--- src/rtl/aud_pkg.sv ---
// Shared types for the audio playback scheduler: FSM state encoding,
// default sample width and the signed sample type.
package aud_pkg;

    typedef enum logic [1:0] {
        S_IDLE = 2'd0,
        S_RUN  = 2'd1,
        S_GAP  = 2'd2
    } aud_state_t;

    localparam int AUD_DW = 16;

    typedef logic signed [AUD_DW-1:0] aud_sample_t;

endpackage

--- src/rtl/aud_rr_arb.sv ---
// Combinational round-robin pick: first set request at or after i_ptr.
// Ports: i_req, i_ptr in; o_gnt (one-hot), o_idx, o_vld out.
module aud_rr_arb
    import aud_pkg::*;
#(
    parameter int N_REQ = 4,
    parameter int PW    = (N_REQ > 1) ? $clog2(N_REQ) : 1
) (
    input  logic [N_REQ-1:0] i_req,
    input  logic [PW-1:0]    i_ptr,
    output logic [N_REQ-1:0] o_gnt,
    output logic [PW-1:0]    o_idx,
    output logic             o_vld
);

    int          s;
    logic [PW-1:0] j;

    always_comb begin
        o_gnt = '0;
        o_idx = '0;
        o_vld = 1'b0;
        s     = 0;
        j     = '0;
        for (int i = 0; i < N_REQ; i++) begin
            s = int'(i_ptr) + i;
            if (s >= N_REQ) s = s - N_REQ;
            j = PW'(s);
            if (!o_vld && i_req[j]) begin
                o_vld    = 1'b1;
                o_gnt[j] = 1'b1;
                o_idx    = j;
            end
        end
    end

endmodule

--- src/rtl/aud_play_sched.sv ---
// Frame-level owner scheduler for the shared I2S DAC player.
// Ports: i_clk, i_rst_n, i_lrc, i_req, i_valid, i_sample in;
// o_ack, o_grant, o_en, o_dac_data, o_underflow, o_state out.
// Option: AUD_SCHED_GAP_EN inserts one silent frame per handover.
module aud_play_sched
    import aud_pkg::*;
#(
    parameter int N_REQ = 4,
    parameter int DW    = AUD_DW,
    parameter int UF_W  = 8
) (
    input  logic               i_clk,
    input  logic               i_rst_n,
    input  logic               i_lrc,
    input  logic [N_REQ-1:0]   i_req,
    input  logic [N_REQ-1:0]   i_valid,
    input  logic [N_REQ*DW-1:0] i_sample,
    output logic [N_REQ-1:0]   o_ack,
    output logic [N_REQ-1:0]   o_grant,
    output logic               o_en,
    output logic [DW-1:0]      o_dac_data,
    output logic [UF_W-1:0]    o_underflow,
    output logic [1:0]         o_state
);

    localparam int PW = (N_REQ > 1) ? $clog2(N_REQ) : 1;

    logic lrc_s1, lrc_s2, lrc_d, lrc_fall;

    aud_state_t state, state_nxt;

    logic [N_REQ-1:0] grant, grant_nxt;
    logic [N_REQ-1:0] ack, ack_nxt;
    logic [PW-1:0]    own, own_nxt;
    logic [PW-1:0]    ptr, ptr_nxt;
    logic [DW-1:0]    data, data_nxt;
    logic [UF_W-1:0]  uf, uf_nxt;

    logic [N_REQ-1:0] arb_gnt;
    logic [PW-1:0]    arb_idx;
    logic             arb_vld;

    logic          take, cons, drop;
    logic [PW-1:0] k;
    logic [DW-1:0] smp [N_REQ];

    always_comb begin
        for (int i = 0; i < N_REQ; i++)
            smp[i] = i_sample[i*DW +: DW];
    end

    aud_rr_arb #(
        .N_REQ (N_REQ),
        .PW    (PW)
    ) u_arb (
        .i_req (i_req),
        .i_ptr (ptr),
        .o_gnt (arb_gnt),
        .o_idx (arb_idx),
        .o_vld (arb_vld)
    );

    always_ff @(posedge i_clk or negedge i_rst_n) begin
        if (!i_rst_n) begin
            lrc_s1 <= 1'b0;
            lrc_s2 <= 1'b0;
            lrc_d  <= 1'b0;
        end else begin
            lrc_s1 <= i_lrc;
            lrc_s2 <= lrc_s1;
            lrc_d  <= lrc_s2;
        end
    end

    assign lrc_fall = lrc_d & ~lrc_s2;

    always_ff @(posedge i_clk or negedge i_rst_n) begin
        if (!i_rst_n) begin
            state <= S_IDLE;
            grant <= '0;
            ack   <= '0;
            own   <= '0;
            ptr   <= '0;
            data  <= '0;
            uf    <= '0;
        end else begin
            state <= state_nxt;
            grant <= grant_nxt;
            ack   <= ack_nxt;
            own   <= own_nxt;
            ptr   <= ptr_nxt;
            data  <= data_nxt;
            uf    <= uf_nxt;
        end
    end

    always_comb begin
        state_nxt = state;
        grant_nxt = grant;
        ack_nxt   = '0;
        own_nxt   = own;
        ptr_nxt   = ptr;
        data_nxt  = data;
        uf_nxt    = uf;
        take      = 1'b0;
        cons      = 1'b0;
        drop      = 1'b0;
        k         = own;

        if (lrc_fall) begin
            unique case (state)
                S_IDLE: take = arb_vld;
                S_RUN: begin
                    if (|(i_req & grant)) begin
                        cons = 1'b1;
                    end else if (arb_vld) begin
`ifdef AUD_SCHED_GAP_EN
                        state_nxt = S_GAP;
                        grant_nxt = '0;
                        data_nxt  = '0;
`else
                        take = 1'b1;
`endif
                    end else begin
                        drop = 1'b1;
                    end
                end
                S_GAP: begin
                    take = arb_vld;
                    drop = ~arb_vld;
                end
                default: drop = 1'b1;
            endcase
        end

        if (drop) begin
            state_nxt = S_IDLE;
            grant_nxt = '0;
            data_nxt  = '0;
        end

        // New owner: the pointer moves just past it so the
        // next handover starts searching at the following index.
        if (take) begin
            state_nxt = S_RUN;
            grant_nxt = arb_gnt;
            own_nxt   = arb_idx;
            ptr_nxt   = (arb_idx == PW'(N_REQ - 1)) ?
                        '0 : arb_idx + PW'(1);
            k         = arb_idx;
            cons      = 1'b1;
        end

        if (cons) begin
            if (i_valid[k]) begin
                data_nxt   = smp[k];
                ack_nxt[k] = 1'b1;
            end else begin
                data_nxt = '0;
                if (uf != {UF_W{1'b1}})
                    uf_nxt = uf + UF_W'(1);
            end
        end
    end

    assign o_ack       = ack;
    assign o_grant     = grant;
    assign o_en        = (state != S_IDLE);
    assign o_dac_data  = data;
    assign o_underflow = uf;
    assign o_state     = state;

endmodule

--- config.mk ---
export PLATFORM = sky130hd
export DESIGN_NAME = aud_play_sched
export DESIGN_NICKNAME = d
export VERILOG_FILES = /design/src/rtl/aud_pkg.sv /design/src/rtl/aud_rr_arb.sv /design/src/rtl/aud_play_sched.sv
export SDC_FILE = /design/constraint.sdc
export NUM_CORES = 1
export LEC_CHECK = 0
export CORE_MARGIN = 2
export CORE_UTILIZATION = 47
export DETAILED_ROUTE_END_ITERATION = 7
export GPL_TIMING_DRIVEN = 1
export PLACE_DENSITY = 0.87
export REMOVE_ABC_BUFFERS = 1
export SLEW_MARGIN = 0
export SYNTH_ARGS = -nofsm -noshare
export SYNTH_HDL_FRONTEND = slang
export SYNTH_SLANG_ARGS = --single-unit
--- constraint.sdc ---
create_clock -name i_clk -period 8.05 [get_ports i_clk]
set_clock_uncertainty 0.15 [all_clocks]
set_input_delay 2.0125 -clock i_clk [delete_from_list [all_inputs] [get_ports i_clk]]
set_output_delay 2.0125 -clock i_clk [all_outputs]
set_load 0.05 [all_outputs]
==> impl_summary.md <==
Clock tree
The clock net in this run drives a total of 40 sinks. The post-cts sizing count is 0. The number of buffers inserted by post-CTS setup repair is 0.

The clock passes through at most 2 buffers. In this run the clock root is driven by a sky130_fd_sc_hd__clkbuf_8. The CTS tree is built. The clock buffer count from CTS is 5. For the worst-skew pair, the clock arrives at the later sink with an insertion delay of 0.30 ns. The clock tree synthesis step divided the H-tree into 2 levels. The number of buffers inserted for hold repair after clock tree synthesis is 0. The clock transition time at the flip-flop clock pins of the worst setup and hold paths is 0.09 ns.

Place
Buffers placed on the I/O ports in this run total 108. The placed cell area is 3680 um^2. At the end of routability-driven placement, the weighted congestion stood at 0.833. The half-perimeter wire length of the detailed placement result is 4.86 mm.

Floorplan
The core region is 5440 um^2. The total number of placement rows is 27. The height of the chip is 78.6 um. The initial cell density of the core is 0.481. From left edge to right edge, the die measures 78.6 um.

The number of placed I/O pins is 110. The die footprint is 6180 um^2.

Routing
The total DRC errors in the routed layout is 0. The average wire length per cell after detail routing is 16.8 um. The iteration-0 DRC count of the detailed router is 154. For this block, the via count after detailed routing is 2,193. Using the TritonRoute via totals, the vias-per-cell ratio works out to 5.71. The total wire length after detailed routing is 6.44 mm.

The number of nets with antenna violations after detailed routing is 0. The first detailed-routing pass ran for 6 iterations.

Worst setup path
The slowest stage of the critical path belongs to the cell sky130_fd_sc_hd__o21a_1. The signal on the critical path passes through clkdlybuf4s50_1 > mux4_2 > nor2b_2 > o21ai_2 > nand3_2 > o21a_1 > mux4_1 > a22o_1. STA classifies the critical path endpoint as a flip-flop. The worst setup path is launched from an input port. The combined buffer and inverter count along the critical path is 1. The worst setup path is of the input port to flip-flop kind.

The largest driver fanout on the critical path is 19. The arrival time reported for the critical path endpoint is 5.39 ns. On the worst path, the slowest cell contributes a delay of 0.82 ns. STA puts the critical path data required time at 8.09 ns. The kind of cell adding the most delay to the critical path is multiplexers.

Power
The total power per unit cell area is 369 nW/um^2. The proportion of total power due to net switching is 0.466. The combinational cell fraction of total power is 0.624.

IR analysis of the VDD net gives a maximum drop of 0.208 mV. Summed over all nets, the switching power comes to 654 uW. The static power due to leakage is 0.00156 uW. The clock network fraction of design power is 0.125. The sequential cell fraction of total power is 0.251. The internal power consumption is 749 uW.

Layout
Compared with the post-synthesis result, the final layout area differs by 45.5%. The sequential cell area in the final layout is 1000 um^2. After routing the design area is 3810 um^2. Leaving out fill and tap cells, the most frequent cell in the layout is sky130_fd_sc_hd__clkdlybuf4s50_1. The filler cells instantiated in the layout total 372. The area taken by multi-input logic gates is 1490 um^2. The repair_antennas step left the layout with diodes totalling 0. In the layout the commonest cells are sky130_fd_sc_hd__clkdlybuf4s50_1, sky130_fd_sc_hd__dfrtp_1, sky130_fd_sc_hd__a22o_1. The total number of nets in the final design is 395. Of the cells placed in the final design, the portion with a size suffix greater than 1 is 0.144.

Timing
The timing-limited maximum frequency is 187 MHz. Dividing the final minimum period by the clock period gives 0.664. At the pin with the least slew margin, the transition time is 1.03 ns. The final number of hold-violating endpoints is 0. Setup violations remaining at the end of the flow were counted as 0.

For the final routed database, the setup TNS stands at 0 ns. The number of pins exceeding their max-slew limit in the final report is 0. Setup repair after global routing left no endpoint under its margin. The relative slew slack is 0.313. The minimum clock period is 5.35 ns.

Synth
Of all flip-flops after synthesis, the portion carrying an async set or reset was 1.00. The synthesized design contains 0 enable-type register cells. The number of instances in the synthesized netlist is 206. Counting flops and latches in the post-synthesis netlist gives 40. The share of the Yosys chip area taken by registers is 0.383. The average footprint of a synthesized cell is 12.7 um^2. Synthesis instantiated 56 different standard cells from the library. After synthesis the cells add up to 2620 um^2. The most used flip-flop cell after synthesis is sky130_fd_sc_hd__dfrtp_1. Yosys printed 0 warnings.

GRT
The maximum number of pins on one net before global-route repair is 41. In the global route stage, overall resource usage came out at 0.224. The first-pass GRT wire length is 10.7 mm. The via count of the first global-routing pass is 2,277. The initial antenna violation count was 0.

The total overflow left after global routing is 0.

Run status
The flow ran to the end, and the final reports show no timing, DRC or antenna violations.

Job
The count of maximum capacitance violations is 0.

Min path
The class of the worst hold path is flip-flop to flip-flop.
layer usage:
| layer | GRT usage | vias to the layer above | wire [um] |
|---|---|---|---|
| li1 | - | 1010 | - |
| met1 | 0.264 | 1044 | 2460 |
| met2 | 0.379 | 117 | 3280 |
| met3 | 0.0586 | 22 | 497 |
| met4 | 0.109 | 0 | 204 |
| met5 | 0 | - | 0 |
kinds of logic after synthesis:
| family | share of synthesized area |
|---|---|
| AOI/OAI and AO/OA | 0.153 |
| DFF | 0.383 |
| buffers and inverters | 0.0488 |
| muxes | 0.213 |
| and+or+nand+nor | 0.135 |
| xor gates and xnor gates | 0.0234 |
| other | 0.00143 |
| adders and majority gates | 0.0430 |
flip-flops by register name, indices dropped and copies added, names as in the netlist:
name and count:
o_dac_data 16, own 2, lrc_s2 1, lrc_d 1, o_ack 4, lrc_s1 1, o_grant 4, ptr 2
o_underflow 8, o_state 1
Yosys cell counts (all sizes together), types with 3 or more instances:
master | count | area (um^2)
a21oi | 4 | 38.8
a221oi | 4 | 35.0
a22o | 18 | 158
a22oi | 4 | 30.0
and2 | 3 | 25.0
and3 | 4 | 25.0
buf | 10 | 101
dfrtp | 40 | 1000
ha | 9 | 113
inv | 6 | 22.5
mux2i | 5 | 50.1
mux4 | 20 | 477
nand2 | 10 | 40.0
nand3 | 6 | 47.6
nand4 | 5 | 37.5
nor2 | 13 | 53.8
nor2b | 3 | 21.3
nor3 | 4 | 31.3
nor3b | 3 | 33.8
o21ai | 11 | 70.1
xnor2 | 5 | 43.8
power by group through the flow:
stage                     Combinational [uW]  Sequential [uW]  Clock (uW)
after detailed placement                 878              351           0
after CTS                                880              352         176
final                                    876              352         175
after floorplan                          401              565           0
after global routing                     931              365         186
after global placement                   862              351           0
path summary, 6_finish.rpt:
kind                          start        endpoint  slack (ns)  cells past startpoint
setup / recovery           i_req[2]   o_dac_data[1]        2.70                      8
hold / removal               lrc_s1          lrc_s2        0.20                      0
hold reg to reg              lrc_s1          lrc_s2        0.20                      0
min in group asynchronous   i_rst_n  o_underflow[6]        1.67                      1
max in group asynchronous   i_rst_n        o_ack[0]        5.54                      1
setup reg to reg             ptr[0]   o_dac_data[1]        3.68                      9
layout make-up:
| cell class | instances | share of cell area |
|---|---|---|
| clock inverters | 2 | 0.0102 |
| repair buffers | 109 | 0.285 |
| well taps | 72 | 0.0237 |
| multi-input cells | 149 | 0.391 |
| inverters | 6 | 0.00592 |
| clock buffers | 6 | 0.0217 |
| flip-flops and latches | 40 | 0.263 |
per-stage QoR:
step            util  total power (uW)  hold WS [ns]  cells  worst slack, ns
3_3_place_gp   0.677              1210         0.186    376             2.47
2_1_floorplan      -               966         0.181    195             3.32
4_1_cts        0.700              1410         0.202    384             2.67
6_report       0.700              1400         0.203    384             2.70
5_1_grt        0.700              1480         0.211    384             2.45
3_5_place_dp   0.677              1230         0.188    376             2.34
No activity file was read; power rests on OpenSTA's default activity.
==> RTL edit 1, RTL diff (same flow settings) <==
Build with the macro `AUD_SCHED_GAP_EN` defined.
--- a/src/rtl/aud_play_sched.sv
+++ b/src/rtl/aud_play_sched.sv
@@ -3,4 +3,6 @@
 // o_ack, o_grant, o_en, o_dac_data, o_underflow, o_state out.
 // Option: AUD_SCHED_GAP_EN inserts one silent frame per handover.
+`define AUD_SCHED_GAP_EN
+
 module aud_play_sched
     import aud_pkg::*;
Check against the original RTL: not equivalent (Yosys sat finds a counterexample within 10 cycles, from zero or initial values and one cycle with i_rst_n low).
==> RTL edit 1 against the unedited design <==
  * Via count grew 14%
  * Area after synthesis grew 5.6%
  * Sequential cell count grew 1
  * Total power grew 7.1%
  * Final cell count grew 13%
  * Critical path type unchanged
  * Combinational power grew 14%
  * Register-to-register slack lost 0.10 ns
  * Worst setup slack lost 0.22 ns
  * Design area grew 3.6%
  * Routed wire length grew 8.6%
==> RTL edit 1: results (changes against the unedited design) <==
[worst_setup_path]
worstPathMaxFanout=23  ; was 19
critPathArrivalTime_ns=5.60  ; was 5.39 ns
crit_end=o_dac_data[4]  ; was o_dac_data[1]
critPathLaunch=i_req[3]  ; was i_req[2]
rrSetupSlack_ns=3.58  ; was 3.68 ns

[detailed_routing]
num_vias=2506  ; was 2193
vias_per_cell=5.774  ; was 5.711
wirelength_um=6991  ; was 6440 µm
dr.pass1.iters=4  ; was 6
first_iter_violations=142  ; was 154

[global_route]
grt_pass1_wl_um=11420  ; was 10700 µm
track_usage_pct=22.92  ; was 22.42%
grt_max_degree=42  ; was 41

[place]
place_congestion=0.9569  ; was 0.8325
portBuffers=109  ; was 108
dp_hpwl_um=5416  ; was 4864 µm
place_area_um2=3857  ; was 3685 µm²
dp_slack_ns=2.190  ; was 2.337 ns

[outcome]
status=finished, final reports clean  ; unchanged

[power_and_ir_drop]
p_leak_nw=1.701  ; was 1.557 nW
ir_drop_uv=216.5  ; was 207.9 µV

[timing]
tightest_slew_ns=1.008  ; was 1.030 ns
hold_ws_ns=0.2100  ; was 0.2032 ns
post-route-min-period_ns=5.572  ; was 5.349 ns

[final_layout]
nets=446  ; was 395

[clock_tree]
cts_max_level=2  ; unchanged
path_clk_slew_ns=0.07  ; was 0.09 ns

[logic_synthesis]
netlist_top_cells_area=dfrtp_1, mux2i_1, a22o_1  ; was dfrtp_1, mux4_2, mux4_1
seq_area_frac_synth_pct=37.14  ; was 38.26%
synth.distinct_cells=55  ; was 56

## RTL edit 1: logic make-up after synthesis
kind of cell	count (synthesis)	synth area share, %
DFF	41	37.14
adders and majority gates	9	4.076
muxes	55	21.01
xor gates and xnor gates	7	2.219
buffers and inverters	21	3.849
AOI/OAI and AO/OA	59	17.26
and+or+nand+nor	71	14.45
## RTL edit 1: final cells by class
type	count	area [µm²]
Clock buffer	7	86.33
Tap cell	72	90.09
Fill cell	451	1664
Multi-Input combinational cell	201	1640
Inverter	4	15.01
Timing Repair Buffer	109	1086
Sequential cell	41	1026
## RTL edit 1: per-layer routing
metal  routed length [µm]  up-vias  global-route usage [%]  part of all wire (%)
met1                 2614     1195                   26.95                    37
met2                 3645      110                   39.50                    52
met4                  133        0                   7.288                   1.9
met5                    0        -                       0                     0
li1                     -     1189                       -                     -
met3                  597       12                   7.416                   8.5
## RTL edit 1: worst min-delay path by stage
stage / endpoint / cells after the start
6_report: lrc_s2 / 0
5_1_grt: lrc_s2 / 0
4_1_cts: lrc_s2 / 0
3_5_place_dp: lrc_s2 / 0
3_3_place_gp: lrc_s2 / 0
2_1_floorplan: lrc_s2 / 0
## RTL edit 1: worst max-delay path, cell delays in order
cell,delay [ns]
clkdlybuf4s50_1,0.63
mux4_2,0.64
nor2b_2,0.27
o21ai_2,0.11
a31oi_4,0.81
o2111ai_1,0.32
o41ai_4,0.22
nor2_2,0.30
a22o_1,0.28
## RTL edit 1: power by group through the flow
stage / clock network [mW] / logic (mW) / registers (mW)
after floorplan: 0 / 0.490 / 0.582
after global placement: 0 / 0.978 / 0.366
after detailed placement: 0 / 1.00 / 0.368
after CTS: 0.136 / 1.01 / 0.368
after global routing: 0.148 / 1.07 / 0.381
final: 0.134 / 1.00 / 0.368
==> RTL edit 2, RTL diff (same settings) <==
Made on the original files. Take the reset off `data` and load it in a clocked block of its own.
--- a/src/rtl/aud_play_sched.sv
+++ b/src/rtl/aud_play_sched.sv
@@ -82,5 +82,4 @@
             own   <= '0;
             ptr   <= '0;
-            data  <= '0;
             uf    <= '0;
         end else begin
@@ -90,7 +89,10 @@
             own   <= own_nxt;
             ptr   <= ptr_nxt;
-            data  <= data_nxt;
             uf    <= uf_nxt;
         end
+    end
+
+    always_ff @(posedge i_clk) begin
+        data <= data_nxt;
     end
 
Formal check against the unedited RTL: differs if i_rst_n is asserted again (counterexample within 10 cycles, from zero or initial values and one cycle with i_rst_n low); with i_rst_n held inactive, the same outputs for 10 cycles.
==> RTL edit 2 against the unedited design <==
  * Sequential power shrank 12%
  * Sequential cell count is the same
  * Area after synthesis up 13%
  * Final cell count is 16% higher
  * Total power down 11%
  * Via count increased by 12%
  * Worst setup slack got worse by 0.48 ns
  * Routed wire length is 17% higher
  * Critical path depth grew 2
  * Maximum frequency shrank 8.3%
  * Utilization down 2.1 points
  * Design area is 6.9% higher
  * Clock power decreased by 13%
  * Register-to-register slack gained 0.05 ns
==> RTL edit 2: results (changes against the unedited design) <==
[logic_synthesis]
synth.distinct_cells=52  ; was 56
netlist_top_cells_area=dfrtp_1, edfxtp_1, mux2i_1  ; was dfrtp_1, mux4_2, mux4_1
synth_top_area_share_pct=20.33  ; was 38.26%
seq_area_frac_synth_pct=36.59  ; was 38.26%
synth-warning-count=0  ; unchanged
synth-edff-count=16  ; was 0
synthTopCellsByCount=mux2i_1, dfrtp_1, nor3_1  ; was dfrtp_1, a22o_1, mux4_2
ys_async_sr_fraction_pct=60.00  ; was 100.0%

[place]
place_congestion=0.8373  ; was 0.8325
portBuffers=108  ; unchanged
dp_slack_ns=1.929  ; was 2.337 ns
dp_hpwl_um=5651  ; was 4864 µm

[final_layout]
antenna_cells=0  ; unchanged
largest_reg_flops=16  ; unchanged
fill_cells=469  ; was 372
nets=454  ; was 395
drive_gt1_share_pct=12.40  ; was 14.42%

[global_route]
grt_antenna_before_repair=0  ; unchanged
grt_pass1_wl_um=12060  ; was 10700 µm
grt_pass1_vias=2448  ; was 2277
grt_max_degree=40  ; was 41
track_usage_pct=21.38  ; was 22.42%

[power_and_ir_drop]
p_leak_nw=1.581  ; was 1.557 nW
p_switching_mw=0.5905  ; was 0.6542 mW
ir_drop_uv=258.5  ; was 207.9 µV

[clock_tree]
clkLatencyLatePin_ns=0.30  ; about the same
cts_max_level=2  ; unchanged
cts.repair.resized=0  ; unchanged
clk_path_buf_depth=2  ; unchanged
post_cts_buffers=0  ; unchanged
path_clk_slew_ns=0.08
root_buffer=clkbuf_8  ; unchanged
numCtsBuffers=5  ; unchanged

[worst_setup_path]
critPathSlowestCell=a21boi_2  ; was o21a_1
critPathArrivalTime_ns=5.74  ; was 5.39 ns
worstPathMaxFanout=39  ; was 19
slowest_delay_ns=0.94  ; was 0.82 ns

[timing]
tightest_slew_ns=1.163  ; was 1.030 ns

[detailed_routing]
routedWlPerCell_um=16.88  ; was 16.77 µm
vias_per_cell=5.484  ; was 5.711
first_iter_violations=147  ; was 154
dr.pass1.iters=4  ; was 6

[outcome]
status=finished, final reports clean  ; unchanged

[hold_path]
worst_hold_path_type=reg -> reg  ; unchanged

RTL edit 2: cell types whose count changed after synthesis, moves of 6 or more:
cell,delta
mux2i_1,+30
nor3_1,+20
a22o_1,-17
nor3_2,+17
o21a_1,+17
dfrtp_1,-16
edfxtp_1,+16
mux4_2,-10
mux4_1,-7
nand2_1,+6
RTL edit 2: cells by family after synthesis:
kind of cell    after synthesis  share of synthesized area [%]
buf+inv                      26                          7.412
xor+xnor                      9                          2.669
fa+ha+maj                     9                          3.812
simple gates                 92                          18.55
other cells                   1                         0.1269
mux                          41                          15.42
compound gates               55                          15.42
flops                        40                          36.59
RTL edit 2: critical path: cells and delay by family:
| kind | cells | cell delay, ns |
|---|---|---|
| buffers and inverters | 2 | 0.96 |
| muxes | 1 | 0.40 |
| and+or+nand+nor | 4 | 0.71 |
| AOI/OAI and AO/OA | 3 | 1.64 |
RTL edit 2: cell type report:
cell class                 instances  share of cell area [%]
inverter                           5                  0.4614
clock inverter                     1                  0.1230
clock buffer                       7                   2.399
timing repair buffer             111                   27.22
sequential                        40                   26.58
multi-input combinational        207                   40.91
tap                               75                   2.307
RTL edit 2: final timing paths:
check                          from  slack (ns)       endpoint  cells after the start
max in group asynchronous   i_rst_n        4.98     o_grant[1]                      1
setup / recovery           i_req[3]        2.22  o_dac_data[3]                     10
hold / removal               lrc_s1        0.20         lrc_s2                      0
setup reg to reg             ptr[0]        3.73  o_dac_data[3]                      9
min in group asynchronous   i_rst_n        2.13         lrc_s1                      1
hold reg to reg              lrc_s1        0.20         lrc_s2                      0
RTL edit 2: per-layer routing:
layer / vias to the layer above / track usage [%] / part of all wire, %
met4: 0 / 5.067 / 1.2
met2: 99 / 36.44 / 50
met3: 15 / 6.362 / 7.7
li1: 1194 / - / -
met5: - / 0 / 0
met1: 1138 / 26.65 / 42
RTL edit 2: stage by stage:
stage | hold slack (ns) | total power [mW] | util [%] | instance area, µm² | cells
finish | 0.2034 | 1.243 | 67.90 | 4068 | 446
global route | 0.2093 | 1.314 | 67.90 | 4068 | 446
CTS | 0.2054 | 1.245 | 67.71 | 4056 | 445
detailed placement | 0.1870 | 1.090 | 66.00 | 3954 | 437
global placement | 0.1832 | 1.077 | 66.00 | 3954 | 437
floorplan | 0.1812 | 0.8713 | - | 2754 | 252
RTL edit 2: power by group through the flow:
| stage | Combinational [mW] | Sequential (mW) | Clock [mW] |
|---|---|---|---|
| 2_1_floorplan | 0.460 | 0.412 | 0 |
| 3_3_place_gp | 0.766 | 0.311 | 0 |
| 3_5_place_dp | 0.778 | 0.312 | 0 |
| 4_1_cts | 0.779 | 0.310 | 0.156 |
| 5_1_grt | 0.836 | 0.317 | 0.161 |
| 6_report | 0.781 | 0.310 | 0.152 |
